## config.mk

```make
export PLATFORM = sky130hd
export DESIGN_NAME = decode_rr_stage_flat
export DESIGN_NICKNAME = d
export VERILOG_FILES = /design/src/rtl/decode_rr_stage_if.sv /design/src/rtl/decode_rr_stage.sv /design/src/flat_wrapper.sv
export SDC_FILE = /design/constraint.sdc
export NUM_CORES = 1
export LEC_CHECK = 0
export ABC_AREA = 1
export CORE_AREA = 4 4 193 195
export CTS_BUF_LIST = sky130_fd_sc_hd__clkbuf_8
export DETAILED_ROUTE_END_ITERATION = 7
export DIE_AREA = 0 0 197 199
export GPL_ROUTABILITY_DRIVEN = 1
export REMOVE_ABC_BUFFERS = 1
export SYNTH_ARGS = -nofsm -noshare
export SYNTH_HDL_FRONTEND = slang
export SYNTH_SLANG_ARGS = --single-unit
```

## constraint.sdc

```tcl
create_clock -name clk -period 3 [get_ports clk]
set_input_delay 0.6 -clock clk [delete_from_list [all_inputs] [get_ports clk]]
set_output_delay 0.6 -clock clk [all_outputs]
set_load 0.02 [all_outputs]
```

## src/rtl/decode_rr_stage_if.sv

```systemverilog
// Bus bundle for the decode/register-read stage: upstream instruction
// handshake, writeback feedback, flush, and the downstream output entry.
// The stage itself connects through the slave modport; whatever drives
// the stage (previous pipe stage, writeback, test environment) uses master.
interface decode_rr_stage_if #(
  parameter int WIDTH = 16,
  parameter int AW    = 3,
  parameter int CCW   = 3
);
  // upstream instruction side
  logic             in_valid;
  logic             in_ready;
  logic [WIDTH-1:0] in_npc;
  logic [WIDTH-1:0] in_ir;
  logic [AW-1:0]    in_src_a;
  logic [AW-1:0]    in_src_b;
  logic             in_use_a;
  logic             in_use_b;
  logic [AW-1:0]    in_dest;
  logic             in_wr_reg;
  logic             in_use_cc;
  logic             in_wr_cc;
  // pipeline control
  logic             flush;
  // writeback feedback
  logic             wb_reg_en;
  logic [AW-1:0]    wb_reg_dest;
  logic [WIDTH-1:0] wb_reg_data;
  logic             wb_cc_en;
  logic [CCW-1:0]   wb_cc_data;
  // downstream output entry
  logic             out_valid;
  logic             out_ready;
  logic [WIDTH-1:0] out_npc;
  logic [WIDTH-1:0] out_ir;
  logic [WIDTH-1:0] out_sr1;
  logic [WIDTH-1:0] out_sr2;
  logic [AW-1:0]    out_dr;
  logic             out_wr_reg;
  logic             out_wr_cc;
  logic [CCW-1:0]   out_cc;

  modport master (
    output in_valid, in_npc, in_ir, in_src_a, in_src_b, in_use_a, in_use_b,
           in_dest, in_wr_reg, in_use_cc, in_wr_cc, flush,
           wb_reg_en, wb_reg_dest, wb_reg_data, wb_cc_en, wb_cc_data, out_ready,
    input  in_ready, out_valid, out_npc, out_ir, out_sr1, out_sr2, out_dr,
           out_wr_reg, out_wr_cc, out_cc
  );

  modport slave (
    input  in_valid, in_npc, in_ir, in_src_a, in_src_b, in_use_a, in_use_b,
           in_dest, in_wr_reg, in_use_cc, in_wr_cc, flush,
           wb_reg_en, wb_reg_dest, wb_reg_data, wb_cc_en, wb_cc_data, out_ready,
    output in_ready, out_valid, out_npc, out_ir, out_sr1, out_sr2, out_dr,
           out_wr_reg, out_wr_cc, out_cc
  );
endinterface

```

## src/rtl/decode_rr_stage.sv

```systemverilog
// Decode/register-read stage in front of execute. Holds the architectural
// register file and condition code, bypasses same-cycle writeback into the
// operand read, tracks outstanding writers with a busy-bit scoreboard to
// stall RAW/WAW hazards, and presents one valid/ready output entry that a
// flush can squash (returning its scoreboard reservations).
module decode_rr_stage #(
  parameter int WIDTH    = 16,
  parameter int NUM_REGS = 8,
  parameter int CCW      = 3
) (
  input logic              clk,
  input logic              reset_n,
  decode_rr_stage_if.slave bus
);
  localparam int AW = $clog2(NUM_REGS);

  // architectural state
  logic [WIDTH-1:0]    regs_q [NUM_REGS];
  logic [WIDTH-1:0]    regs_d [NUM_REGS];
  logic [CCW-1:0]      cc_q, cc_d;
  logic [NUM_REGS-1:0] sb_q, sb_d;
  logic                sb_cc_q, sb_cc_d;

  // output entry
  logic                out_valid_q, out_valid_d;
  logic [WIDTH-1:0]    out_npc_q, out_npc_d;
  logic [WIDTH-1:0]    out_ir_q, out_ir_d;
  logic [WIDTH-1:0]    out_sr1_q, out_sr1_d;
  logic [WIDTH-1:0]    out_sr2_q, out_sr2_d;
  logic [AW-1:0]       out_dr_q, out_dr_d;
  logic                out_wr_reg_q, out_wr_reg_d;
  logic                out_wr_cc_q, out_wr_cc_d;
  logic [CCW-1:0]      out_cc_q, out_cc_d;

  // combinational helpers
  logic [NUM_REGS-1:0] wb_hit;
  logic [NUM_REGS-1:0] busy_eff;
  logic                cc_busy_eff;
  logic                hazard;
  logic                in_ready;
  logic                fire;
  logic [WIDTH-1:0]    op_a;
  logic [WIDTH-1:0]    op_b;
  logic [CCW-1:0]      cc_rd;

  // Hazard detection: a writer completing this cycle no longer blocks readers.
  always_comb begin
    wb_hit = '0;
    for (int r = 0; r < NUM_REGS; r++) begin
      if (bus.wb_reg_en && (bus.wb_reg_dest == AW'(r))) begin
        wb_hit[r] = 1'b1;
      end else begin
        wb_hit[r] = 1'b0;
      end
    end
    busy_eff    = sb_q & ~wb_hit;
    cc_busy_eff = sb_cc_q & ~bus.wb_cc_en;
    hazard      = bus.in_valid &
                  ((bus.in_use_a  & busy_eff[bus.in_src_a]) |
                   (bus.in_use_b  & busy_eff[bus.in_src_b]) |
                   (bus.in_wr_reg & busy_eff[bus.in_dest])  |
                   ((bus.in_use_cc | bus.in_wr_cc) & cc_busy_eff));
    in_ready    = (~out_valid_q | bus.out_ready) & ~hazard & ~bus.flush;
    fire        = bus.in_valid & in_ready;
  end

  // Operand and CC read, forwarding the value being written back this cycle.
  always_comb begin
    if (bus.wb_reg_en && (bus.wb_reg_dest == bus.in_src_a)) begin
      op_a = bus.wb_reg_data;
    end else begin
      op_a = regs_q[bus.in_src_a];
    end
    if (bus.wb_reg_en && (bus.wb_reg_dest == bus.in_src_b)) begin
      op_b = bus.wb_reg_data;
    end else begin
      op_b = regs_q[bus.in_src_b];
    end
    if (bus.wb_cc_en) begin
      cc_rd = bus.wb_cc_data;
    end else begin
      cc_rd = cc_q;
    end
  end

  // Next architectural state: writeback, then flush release, then issue
  // reservations last so a same-cycle set wins over a clear.
  always_comb begin
    regs_d  = regs_q;
    cc_d    = cc_q;
    sb_d    = sb_q;
    sb_cc_d = sb_cc_q;
    if (bus.wb_reg_en) begin
      regs_d[bus.wb_reg_dest] = bus.wb_reg_data;
    end else begin
      regs_d = regs_q;
    end
    if (bus.wb_cc_en) begin
      cc_d    = bus.wb_cc_data;
      sb_cc_d = 1'b0;
    end else begin
      cc_d    = cc_q;
    end
    sb_d = sb_d & ~wb_hit;
    if (bus.flush && out_valid_q) begin
      if (out_wr_reg_q) begin
        sb_d[out_dr_q] = 1'b0;
      end else begin
        sb_d = sb_d;
      end
      if (out_wr_cc_q) begin
        sb_cc_d = 1'b0;
      end else begin
        sb_cc_d = sb_cc_d;
      end
    end else begin
      sb_d = sb_d;
    end
    if (fire) begin
      if (bus.in_wr_reg) begin
        sb_d[bus.in_dest] = 1'b1;
      end else begin
        sb_d = sb_d;
      end
      if (bus.in_wr_cc) begin
        sb_cc_d = 1'b1;
      end else begin
        sb_cc_d = sb_cc_d;
      end
    end else begin
      sb_d = sb_d;
    end
  end

  // Output entry: load on accept, drop on release or flush, otherwise hold.
  always_comb begin
    out_valid_d  = out_valid_q;
    out_npc_d    = out_npc_q;
    out_ir_d     = out_ir_q;
    out_sr1_d    = out_sr1_q;
    out_sr2_d    = out_sr2_q;
    out_dr_d     = out_dr_q;
    out_wr_reg_d = out_wr_reg_q;
    out_wr_cc_d  = out_wr_cc_q;
    out_cc_d     = out_cc_q;
    if (bus.flush) begin
      out_valid_d = 1'b0;
    end else if (fire) begin
      out_valid_d  = 1'b1;
      out_npc_d    = bus.in_npc;
      out_ir_d     = bus.in_ir;
      out_sr1_d    = op_a;
      out_sr2_d    = op_b;
      out_dr_d     = bus.in_dest;
      out_wr_reg_d = bus.in_wr_reg;
      out_wr_cc_d  = bus.in_wr_cc;
      out_cc_d     = cc_rd;
    end else if (bus.out_ready) begin
      out_valid_d = 1'b0;
    end else begin
      out_valid_d = out_valid_q;
    end
  end

  // State registers with synchronous active-low reset overriding everything.
  always_ff @(posedge clk) begin
    if (!reset_n) begin
      for (int r = 0; r < NUM_REGS; r++) begin
        regs_q[r] <= '0;
      end
      cc_q         <= '0;
      sb_q         <= '0;
      sb_cc_q      <= 1'b0;
      out_valid_q  <= 1'b0;
      out_npc_q    <= '0;
      out_ir_q     <= '0;
      out_sr1_q    <= '0;
      out_sr2_q    <= '0;
      out_dr_q     <= '0;
      out_wr_reg_q <= 1'b0;
      out_wr_cc_q  <= 1'b0;
      out_cc_q     <= '0;
    end else begin
      regs_q       <= regs_d;
      cc_q         <= cc_d;
      sb_q         <= sb_d;
      sb_cc_q      <= sb_cc_d;
      out_valid_q  <= out_valid_d;
      out_npc_q    <= out_npc_d;
      out_ir_q     <= out_ir_d;
      out_sr1_q    <= out_sr1_d;
      out_sr2_q    <= out_sr2_d;
      out_dr_q     <= out_dr_d;
      out_wr_reg_q <= out_wr_reg_d;
      out_wr_cc_q  <= out_wr_cc_d;
      out_cc_q     <= out_cc_d;
    end
  end

  assign bus.in_ready   = in_ready;
  assign bus.out_valid  = out_valid_q;
  assign bus.out_npc    = out_npc_q;
  assign bus.out_ir     = out_ir_q;
  assign bus.out_sr1    = out_sr1_q;
  assign bus.out_sr2    = out_sr2_q;
  assign bus.out_dr     = out_dr_q;
  assign bus.out_wr_reg = out_wr_reg_q;
  assign bus.out_wr_cc  = out_wr_cc_q;
  assign bus.out_cc     = out_cc_q;

endmodule

```

## src/flat_wrapper.sv

```systemverilog
// flat-port wrapper written by rule: the top's interface ports become plain ports
module decode_rr_stage_flat 
#(
  parameter int WIDTH    = 16,
  parameter int NUM_REGS = 8,
  parameter int CCW      = 3
)
  (clk, reset_n, bus_in_valid, bus_in_npc, bus_in_ir, bus_in_src_a, bus_in_src_b, bus_in_use_a, bus_in_use_b, bus_in_dest, bus_in_wr_reg, bus_in_use_cc, bus_in_wr_cc, bus_flush, bus_wb_reg_en, bus_wb_reg_dest, bus_wb_reg_data, bus_wb_cc_en, bus_wb_cc_data, bus_out_ready, bus_in_ready, bus_out_valid, bus_out_npc, bus_out_ir, bus_out_sr1, bus_out_sr2, bus_out_dr, bus_out_wr_reg, bus_out_wr_cc, bus_out_cc);
  decode_rr_stage_if #(.WIDTH(WIDTH), .CCW(CCW)) bus_i ();
  input logic clk;
  input logic reset_n;
  input wire logic [$bits(bus_i.in_valid)-1:0] bus_in_valid;
  input wire logic [$bits(bus_i.in_npc)-1:0] bus_in_npc;
  input wire logic [$bits(bus_i.in_ir)-1:0] bus_in_ir;
  input wire logic [$bits(bus_i.in_src_a)-1:0] bus_in_src_a;
  input wire logic [$bits(bus_i.in_src_b)-1:0] bus_in_src_b;
  input wire logic [$bits(bus_i.in_use_a)-1:0] bus_in_use_a;
  input wire logic [$bits(bus_i.in_use_b)-1:0] bus_in_use_b;
  input wire logic [$bits(bus_i.in_dest)-1:0] bus_in_dest;
  input wire logic [$bits(bus_i.in_wr_reg)-1:0] bus_in_wr_reg;
  input wire logic [$bits(bus_i.in_use_cc)-1:0] bus_in_use_cc;
  input wire logic [$bits(bus_i.in_wr_cc)-1:0] bus_in_wr_cc;
  input wire logic [$bits(bus_i.flush)-1:0] bus_flush;
  input wire logic [$bits(bus_i.wb_reg_en)-1:0] bus_wb_reg_en;
  input wire logic [$bits(bus_i.wb_reg_dest)-1:0] bus_wb_reg_dest;
  input wire logic [$bits(bus_i.wb_reg_data)-1:0] bus_wb_reg_data;
  input wire logic [$bits(bus_i.wb_cc_en)-1:0] bus_wb_cc_en;
  input wire logic [$bits(bus_i.wb_cc_data)-1:0] bus_wb_cc_data;
  input wire logic [$bits(bus_i.out_ready)-1:0] bus_out_ready;
  output wire logic [$bits(bus_i.in_ready)-1:0] bus_in_ready;
  output wire logic [$bits(bus_i.out_valid)-1:0] bus_out_valid;
  output wire logic [$bits(bus_i.out_npc)-1:0] bus_out_npc;
  output wire logic [$bits(bus_i.out_ir)-1:0] bus_out_ir;
  output wire logic [$bits(bus_i.out_sr1)-1:0] bus_out_sr1;
  output wire logic [$bits(bus_i.out_sr2)-1:0] bus_out_sr2;
  output wire logic [$bits(bus_i.out_dr)-1:0] bus_out_dr;
  output wire logic [$bits(bus_i.out_wr_reg)-1:0] bus_out_wr_reg;
  output wire logic [$bits(bus_i.out_wr_cc)-1:0] bus_out_wr_cc;
  output wire logic [$bits(bus_i.out_cc)-1:0] bus_out_cc;
  assign bus_i.in_valid = bus_in_valid;
  assign bus_i.in_npc = bus_in_npc;
  assign bus_i.in_ir = bus_in_ir;
  assign bus_i.in_src_a = bus_in_src_a;
  assign bus_i.in_src_b = bus_in_src_b;
  assign bus_i.in_use_a = bus_in_use_a;
  assign bus_i.in_use_b = bus_in_use_b;
  assign bus_i.in_dest = bus_in_dest;
  assign bus_i.in_wr_reg = bus_in_wr_reg;
  assign bus_i.in_use_cc = bus_in_use_cc;
  assign bus_i.in_wr_cc = bus_in_wr_cc;
  assign bus_i.flush = bus_flush;
  assign bus_i.wb_reg_en = bus_wb_reg_en;
  assign bus_i.wb_reg_dest = bus_wb_reg_dest;
  assign bus_i.wb_reg_data = bus_wb_reg_data;
  assign bus_i.wb_cc_en = bus_wb_cc_en;
  assign bus_i.wb_cc_data = bus_wb_cc_data;
  assign bus_i.out_ready = bus_out_ready;
  assign bus_in_ready = bus_i.in_ready;
  assign bus_out_valid = bus_i.out_valid;
  assign bus_out_npc = bus_i.out_npc;
  assign bus_out_ir = bus_i.out_ir;
  assign bus_out_sr1 = bus_i.out_sr1;
  assign bus_out_sr2 = bus_i.out_sr2;
  assign bus_out_dr = bus_i.out_dr;
  assign bus_out_wr_reg = bus_i.out_wr_reg;
  assign bus_out_wr_cc = bus_i.out_wr_cc;
  assign bus_out_cc = bus_i.out_cc;
  decode_rr_stage #(.WIDTH(WIDTH), .NUM_REGS(NUM_REGS), .CCW(CCW)) u_core (.clk(clk), .reset_n(reset_n), .bus(bus_i));
endmodule
```

==> results of run 1 <==
-- worst max-delay path by stage --
stage | from | end | slack, ns
global placement | bus_wb_reg_dest[2] | bus_in_ready | -0.60
finish | bus_in_dest[0] | bus_in_ready | 0.13
floorplan | bus_in_src_a[0] | u_core.bus.out_cc[0]$_SDFFE_PN0P_ | -2.89
detailed placement | bus_wb_reg_dest[2] | bus_in_ready | -0.58
global route | bus_in_dest[0] | bus_in_ready | -0.006
CTS | bus_in_dest[1] | bus_in_ready | 0.0003
-- metrics by stage --
| stage | hold WS [ns] | total power [mW] | instances | TNS [ns] |
|---|---|---|---|---|
| after floorplan | 0.448 | 3.74 | 1486 | -210.73 |
| after global placement | 0.463 | 4.35 | 2187 | -0.779 |
| after detailed placement | 0.473 | 4.36 | 2187 | -0.969 |
| after CTS | 0.403 | 7.39 | 2259 | 0 |
| after global routing | 0.418 | 7.67 | 2259 | -0.00570 |
| final | 0.420 | 7.30 | 2259 | 0 |
-- cells in the final DEF (no fill, tap or decap), drive strengths merged --
cell type	instances
nand4	12
nand2	220
clkinvlp	1
inv	155
dfxtp	213
clkbuf	48
xnor2	1
a221oi	1
bufinv	2
o2111ai	1
clkinv	12
a31oi	17
buf	96
nor3	6
a21o	5
o22ai	75
o31ai	1
nor2	306
dlygate4sd2	4
dlymetal6s2s	2
a21oi	155
nand3	21
o21bai	1
o21ai	299
o21a	1
o211ai	4
clkdlybuf4s50	138
and3	1
-- critical path, delay by kind of cell --
kind / cells / cell delay (ns)
AOI/OAI and AO/OA: 1 / 0.12
buffers and inverters: 4 / 0.82
and+or+nand+nor: 8 / 0.73
-- power groups by stage --
| stage | combinational, mW | clock, mW | sequential, mW |
|---|---|---|---|
| final | 1.27 | 2.99 | 3.04 |
| after global routing | 1.40 | 3.21 | 3.06 |
| after CTS | 1.26 | 3.08 | 3.04 |
| after detailed placement | 1.25 | 0 | 3.10 |
| after global placement | 1.25 | 0 | 3.10 |
| after floorplan | 0.562 | 0 | 3.18 |
-- cell type report --
cell class	count	share of cell area, %
well taps	461	4.21
flip-flops and latches	213	31.1
repair buffers	240	16.5
inverters	146	4.00
multi-input cells	1127	38.1
clock inverters	24	1.23
clock buffers	48	4.82
-- logic make-up after synthesis --
family / after synthesis
compound gates: 560
flops: 213
xor+xnor: 1
simple gates: 566
buf+inv: 270
-- metal layers --
layer  share of wire (%)  global-route usage [%]  routed length, um  vias to the layer above
li1                    -                       -                  -                     5649
met1                  43                    24.1              16000                     5181
met2                  45                    28.8              16500                      556
met3                 9.0                    3.74               3320                      100
met4                 3.2                    7.11               1180                        0
met5                   0                       0                  0                        -
-- repair_timing --
action | CTS | global route
gates resized for setup | 12 | 7
pin swaps | 2 | 1
hold endpoints to repair | 0 | 0
setup endpoints to repair | 1 | 1
==> results.cfg, run 1 <==
[run_status]
outcome = finished clean

[job]
cap_viol_max_count = 0

[grt]
vias_in_the_first_global_route = 10800
grt_remaining_overflow = 0
grt_pass1_wl_um = 57500
antenna_found_initial = 0
grt_start_max_net_pins = 79
global_route.usage.total_pct = 18.1

[sta]
max_slew_margin_pct = 47.4
final_setup_slack_of_the_worst_path_ns = 0.129
tightest_slew_ns = 0.789
final-max-slew-violation-count = 0
setup_viol = 0
final-hold-violation-count = 0
period_minus_slack_ns = 2.87
min_period_over_period_pct = 95.7
max_freq_ghz = 0.348
skew_ns = 0.0328

[pwr]
power_density_nw_per_um2 = 533
worst_ir_drop_vdd_v = 0.000316
switchingPower_mw = 2.18
power.switching_fraction_pct = 29.9
power_report.internal_total_mw = 5.12
comb_power_share_pct = 17.4
standby_leakage_power_nw = 5.95
sequentialPowerShare_pct = 41.7
clockPowerShare_pct = 40.9

[logic_synthesis]
yosysMostFrequentCell = sky130_fd_sc_hd__nor2_1
yosysSeqAreaShare_pct = 40.6
synth_xor_area_share_pct = 0.0833
synth_top_area_share_pct = 40.6
synth_simple_gate_area_share_pct = 21.0
synth_ff_type = sky130_fd_sc_hd__dfxtp_1
synth.cell_area_sq_um = 10500
yosys-mux-area-fraction_pct = 0
main_combinational_cell_family_by_area_after_synthesis = compound AO/OA/AOI/OAI gates
post_synth_num_cell_types = 30
synth_compound_area_share_pct = 28.1
synth.ff_latch_count = 213
synth-async-reset-ratio_pct = 0
synth_area_per_cell_sq_um = 6.53
yosys.area.top_type = sky130_fd_sc_hd__dfxtp_1
yosys.area_share.adder_pct = 0
cell_types_occupying_the_most_area_after_synthesis = sky130_fd_sc_hd__dfxtp_1 (41%), sky130_fd_sc_hd__o21ai_0 (14%), sky130_fd_sc_hd__nor2_1 (11%), sky130_fd_sc_hd__nand2_1 (7.8%), sky130_fd_sc_hd__a21oi_1 (7.4%)
synth_enable_flop_cells = 0
yosys_warnings = 0
synthesis.instances = 1610
synth.cells.most_frequent = sky130_fd_sc_hd__nor2_1 (304), sky130_fd_sc_hd__o21ai_0 (296), sky130_fd_sc_hd__nand2_1 (219)

[finish]
multi_input_comb_area_sq_um = 5220
nFillCells = 3737
area_growth_syn_to_fin_pct = 30.4
layout.nets = 1843
final_design_area_no_fill_sq_um = 13700
utilization_pct = 38.7
antenna_cells_inserted = 0
largest_register_ffs = 128
footprint_of_the_flip_flops_and_latches_sq_um = 4260
largest-register = u_core.regs_q
fraction_of_final_layout_cells_sized_beyond_drive_strength_1_pct = 9.45

[hold_path]
worstHoldStart = reset_n
hold_depth = 3
min_path_type = input pin to flop
worst_hold_path.endpoint = u_core.bus.out_sr2[15]$_SDFFE_PN0P_

[route]
antenna_left = 0
drt_pass1_iterations = 6
routed_via_density = 5.08
post-route-drc-count = 0
drt_iter0_drc = 1196
post_drt_wl_per_cell_um = 16.3
route.vias.total = 11486
drt_wl_total_um = 36900

[clocking]
postCtsHoldBufs = 0
tritoncts = done
cts_inserted_buffers = 40
clk_path_buf_depth = 3
h-tree-depth = 2
clock_insertion_delay_worst_skew_ns = 0.59
cts_root_buffer = sky130_fd_sc_hd__clkbuf_8
numClockSinks = 213
clk_pin_slew_worst_paths_ns = 0.06
post-cts-setup-buffer-count = 0

[floorplan]
core_area_sq_um = 35400
die_x_um = 197
fp.dieH_um = 199
die_area_sq_um = 39200
site_rows = 69
start_util_pct = 29.7
floorplan.io_pins = 149

[critical_path]
worst_setup_path_category = input pin to output port
worst-r2r-setup-slack_ns = 1.10
worst_setup_end_kind = output port
worstReg2RegEnd = u_core.sb_q[5]$_SDFF_PN0_
crit_chain = clkdlybuf4s50_1 > buf_4 > nor3_2 > nand2_1 > nand2_1 > nor2_1 > nand3_1 > nand2_1 > inv_1 > nand2_1 > nor2_2 > o21a_1 > buf_2
rr_worst_depth = 12
cp.arrival_ns = 2.27
timing.critical_path.mode_cell = sky130_fd_sc_hd__nand2_1
critPathLaunchType = input pin
worst_path_largest_cell_delay_ns = 0.43
critical-path-slowest-cell = sky130_fd_sc_hd__clkdlybuf4s50_1
regToRegStartpoint = u_core.sb_q[2]$_SDFF_PN0_
crit_required_ns = 2.40
worstPathMaxFanout = 6

[placement]
place_area_sq_um = 12800
dpl_worst_slack_ns = -0.582
numPortBuffers = 148
global_placement_routability_congestion = 0.841
dpl.hpwl_um = 21900
Note: power is estimated with default switching activity, not from simulation.
==> run 2: changes to the inputs <==
Clock period 3 ns to 2.4 ns, I/O delays scaled along.
==> results.cfg, run 2 (same netlist as run 1, synthesis figures left out) <==
[run_status]
outcome = finished clean

[clocking]
cts_inserted_buffers = 42
clk_path_buf_depth = 3
tritoncts = done
cts_root_buffer = sky130_fd_sc_hd__clkbuf_8
numClockSinks = 213
clock_insertion_delay_worst_skew_ns = 0.58
h-tree-depth = 2
clk_pin_slew_worst_paths_ns = 0.06

[route]
post_drt_wl_per_cell_um = 16.2
antenna_left = 0
post-route-drc-count = 0
route.vias.total = 11512
drt_iter0_drc = 921
drt_wl_total_um = 36900
wl_met2_um = 16800
met3_wirelength_um = 3160
routedLengthMet1_um = 15800
topRoutingLayerUsed = met4
drt_pass1_iterations = 6
routed_via_density = 5.07

[finish]
utilization_pct = 39.2
footprint_of_the_flip_flops_and_latches_sq_um = 4270
mostFrequentLayoutCell = sky130_fd_sc_hd__nor2_1
antenna_cells_inserted = 0
nFillCells = 3703
fin_cells = 2272
layout.nets = 1860
fraction_of_final_layout_cells_sized_beyond_drive_strength_1_pct = 11.5
most-common-layout-cells = sky130_fd_sc_hd__nor2_1 (300), sky130_fd_sc_hd__o21ai_0 (296), sky130_fd_sc_hd__dfxtp_1 (209)
largest_register_ffs = 128
largest-register = u_core.regs_q
area_growth_syn_to_fin_pct = 31.9
multi_input_comb_area_sq_um = 5280

[floorplan]
fp.dieH_um = 199
site_rows = 69
start_util_pct = 29.7
die_area_sq_um = 39200
core_area_sq_um = 35400
die_x_um = 197
floorplan.io_pins = 149

[job]
cap_viol_max_count = 0

[sta]
final-hold-violation-count = 0
setup_viol = 0
max_slew_margin_pct = 49.7
tightest_slew_ns = 0.754
skew_ns = 0.0366
period_minus_slack_ns = 2.37
rsz_0062_raised_after_global_routing = yes
final-max-slew-violation-count = 0
final.setup.tns_ns = 0
max_freq_ghz = 0.421
min_period_over_period_pct = 98.9

[placement]
placed_cells = 2199
numPortBuffers = 148
global_placement_routability_congestion = 0.903
dpl.hpwl_um = 23000

[critical_path]
regToRegStartpoint = u_core.sb_q[7]$_SDFF_PN0_
worst_setup_path_startpoint = bus_in_dest[0]
worst_setup_end_kind = output port
crit_chain = dlygate4sd2_1 > buf_6 > nor3_4 > nand2_1 > nand2_1 > nor2_1 > nand3_1 > nand2_1 > inv_1 > nand2_1 > nor2_2 > o21a_1 > buf_4
critical-path-slowest-cell = sky130_fd_sc_hd__dlygate4sd2_1
cp.arrival_ns = 1.89
worstPathMaxFanout = 6
worst_setup_path_category = input pin to output port
worst_path_largest_cell_delay_ns = 0.26
crit_required_ns = 1.92
critPathLaunchType = input pin
timing.critical_path.mode_cell = sky130_fd_sc_hd__nand2_1

[grt]
global_route.usage.total_pct = 18.1
antenna_found_initial = 0
grt_start_max_net_pins = 93
vias_in_the_first_global_route = 10880
grt_remaining_overflow = 0
grt_pass1_wl_um = 57800

[hold_path]
worstHoldStart = reset_n
min_path_type = input pin to flop

[pwr]
standby_leakage_power_nw = 6.04
worst_ir_drop_vdd_v = 0.000357
power_density_nw_per_um2 = 644
==> run 2: path summary, 6_finish.rpt <==
kind              slack [ns]  cells past startpoint                                  to
setup / recovery        0.03                     13                        bus_in_ready
hold / removal          0.27                      3  u_core.bus.out_npc[2]$_SDFFE_PN0P_
hold reg to reg         0.48                      2      u_core.regs_q[78]$_SDFFE_PN0P_
setup reg to reg        0.54                     14   u_core.bus.out_ir[4]$_SDFFE_PN0P_
==> run 2: where the power goes <==
| group | internal [mW] | total (mW) | switching (mW) |
|---|---|---|---|
| clock network | 1.87 | 3.51 | 1.64 |
| registers | 3.71 | 3.81 | 0.0995 |
| logic | 0.663 | 1.61 | 0.948 |
| total | 6.24 | 8.93 | 2.69 |
==> run 2: metal layers <==
metal,vias up,track usage [%]
met2,534,29.9
met4,0,6.65
li1,5679,-
met1,5209,23.6
met3,90,3.64
met5,-,0
==> run 2: worst max-delay path, delay by kind of cell <==
kind | cells | cell delay, ns
buffers and inverters | 4 | 0.60
AO/OA/AOI/OAI | 1 | 0.12
AND/OR/NAND/NOR | 8 | 0.70
==> run 2: through the flow <==
step | worst slack [ns] | hold slack, ns | instance area (sq um) | power, mW
final | 0.0259 | 0.267 | 13900 | 8.93
after global routing | -0.0569 | 0.254 | 13900 | 9.41
after CTS | 0.00115 | 0.226 | 13800 | 9.07
after detailed placement | -0.960 | 0.472 | 13000 | 5.47
after global placement | -0.938 | 0.464 | 13000 | 5.45
after floorplan | -3.37 | 0.448 | 9980 | 4.67
==> run 2: layout make-up <==
type	instances	share of cell area (%)
inverters	146	3.95
repair buffers	255	17.5
clock inverters	24	1.01
flip-flops and latches	213	30.8
clock buffers	46	4.57
well taps	461	4.16
multi-input cells	1127	38.1
==> run 2: timing repair <==
action	CTS	global route
setup endpoints to repair	2	1
endpoints found under the hold margin	0	0
gates resized for setup	64	12
hold buffers	0	0
pin swaps	6	7
setup buffers	3	0
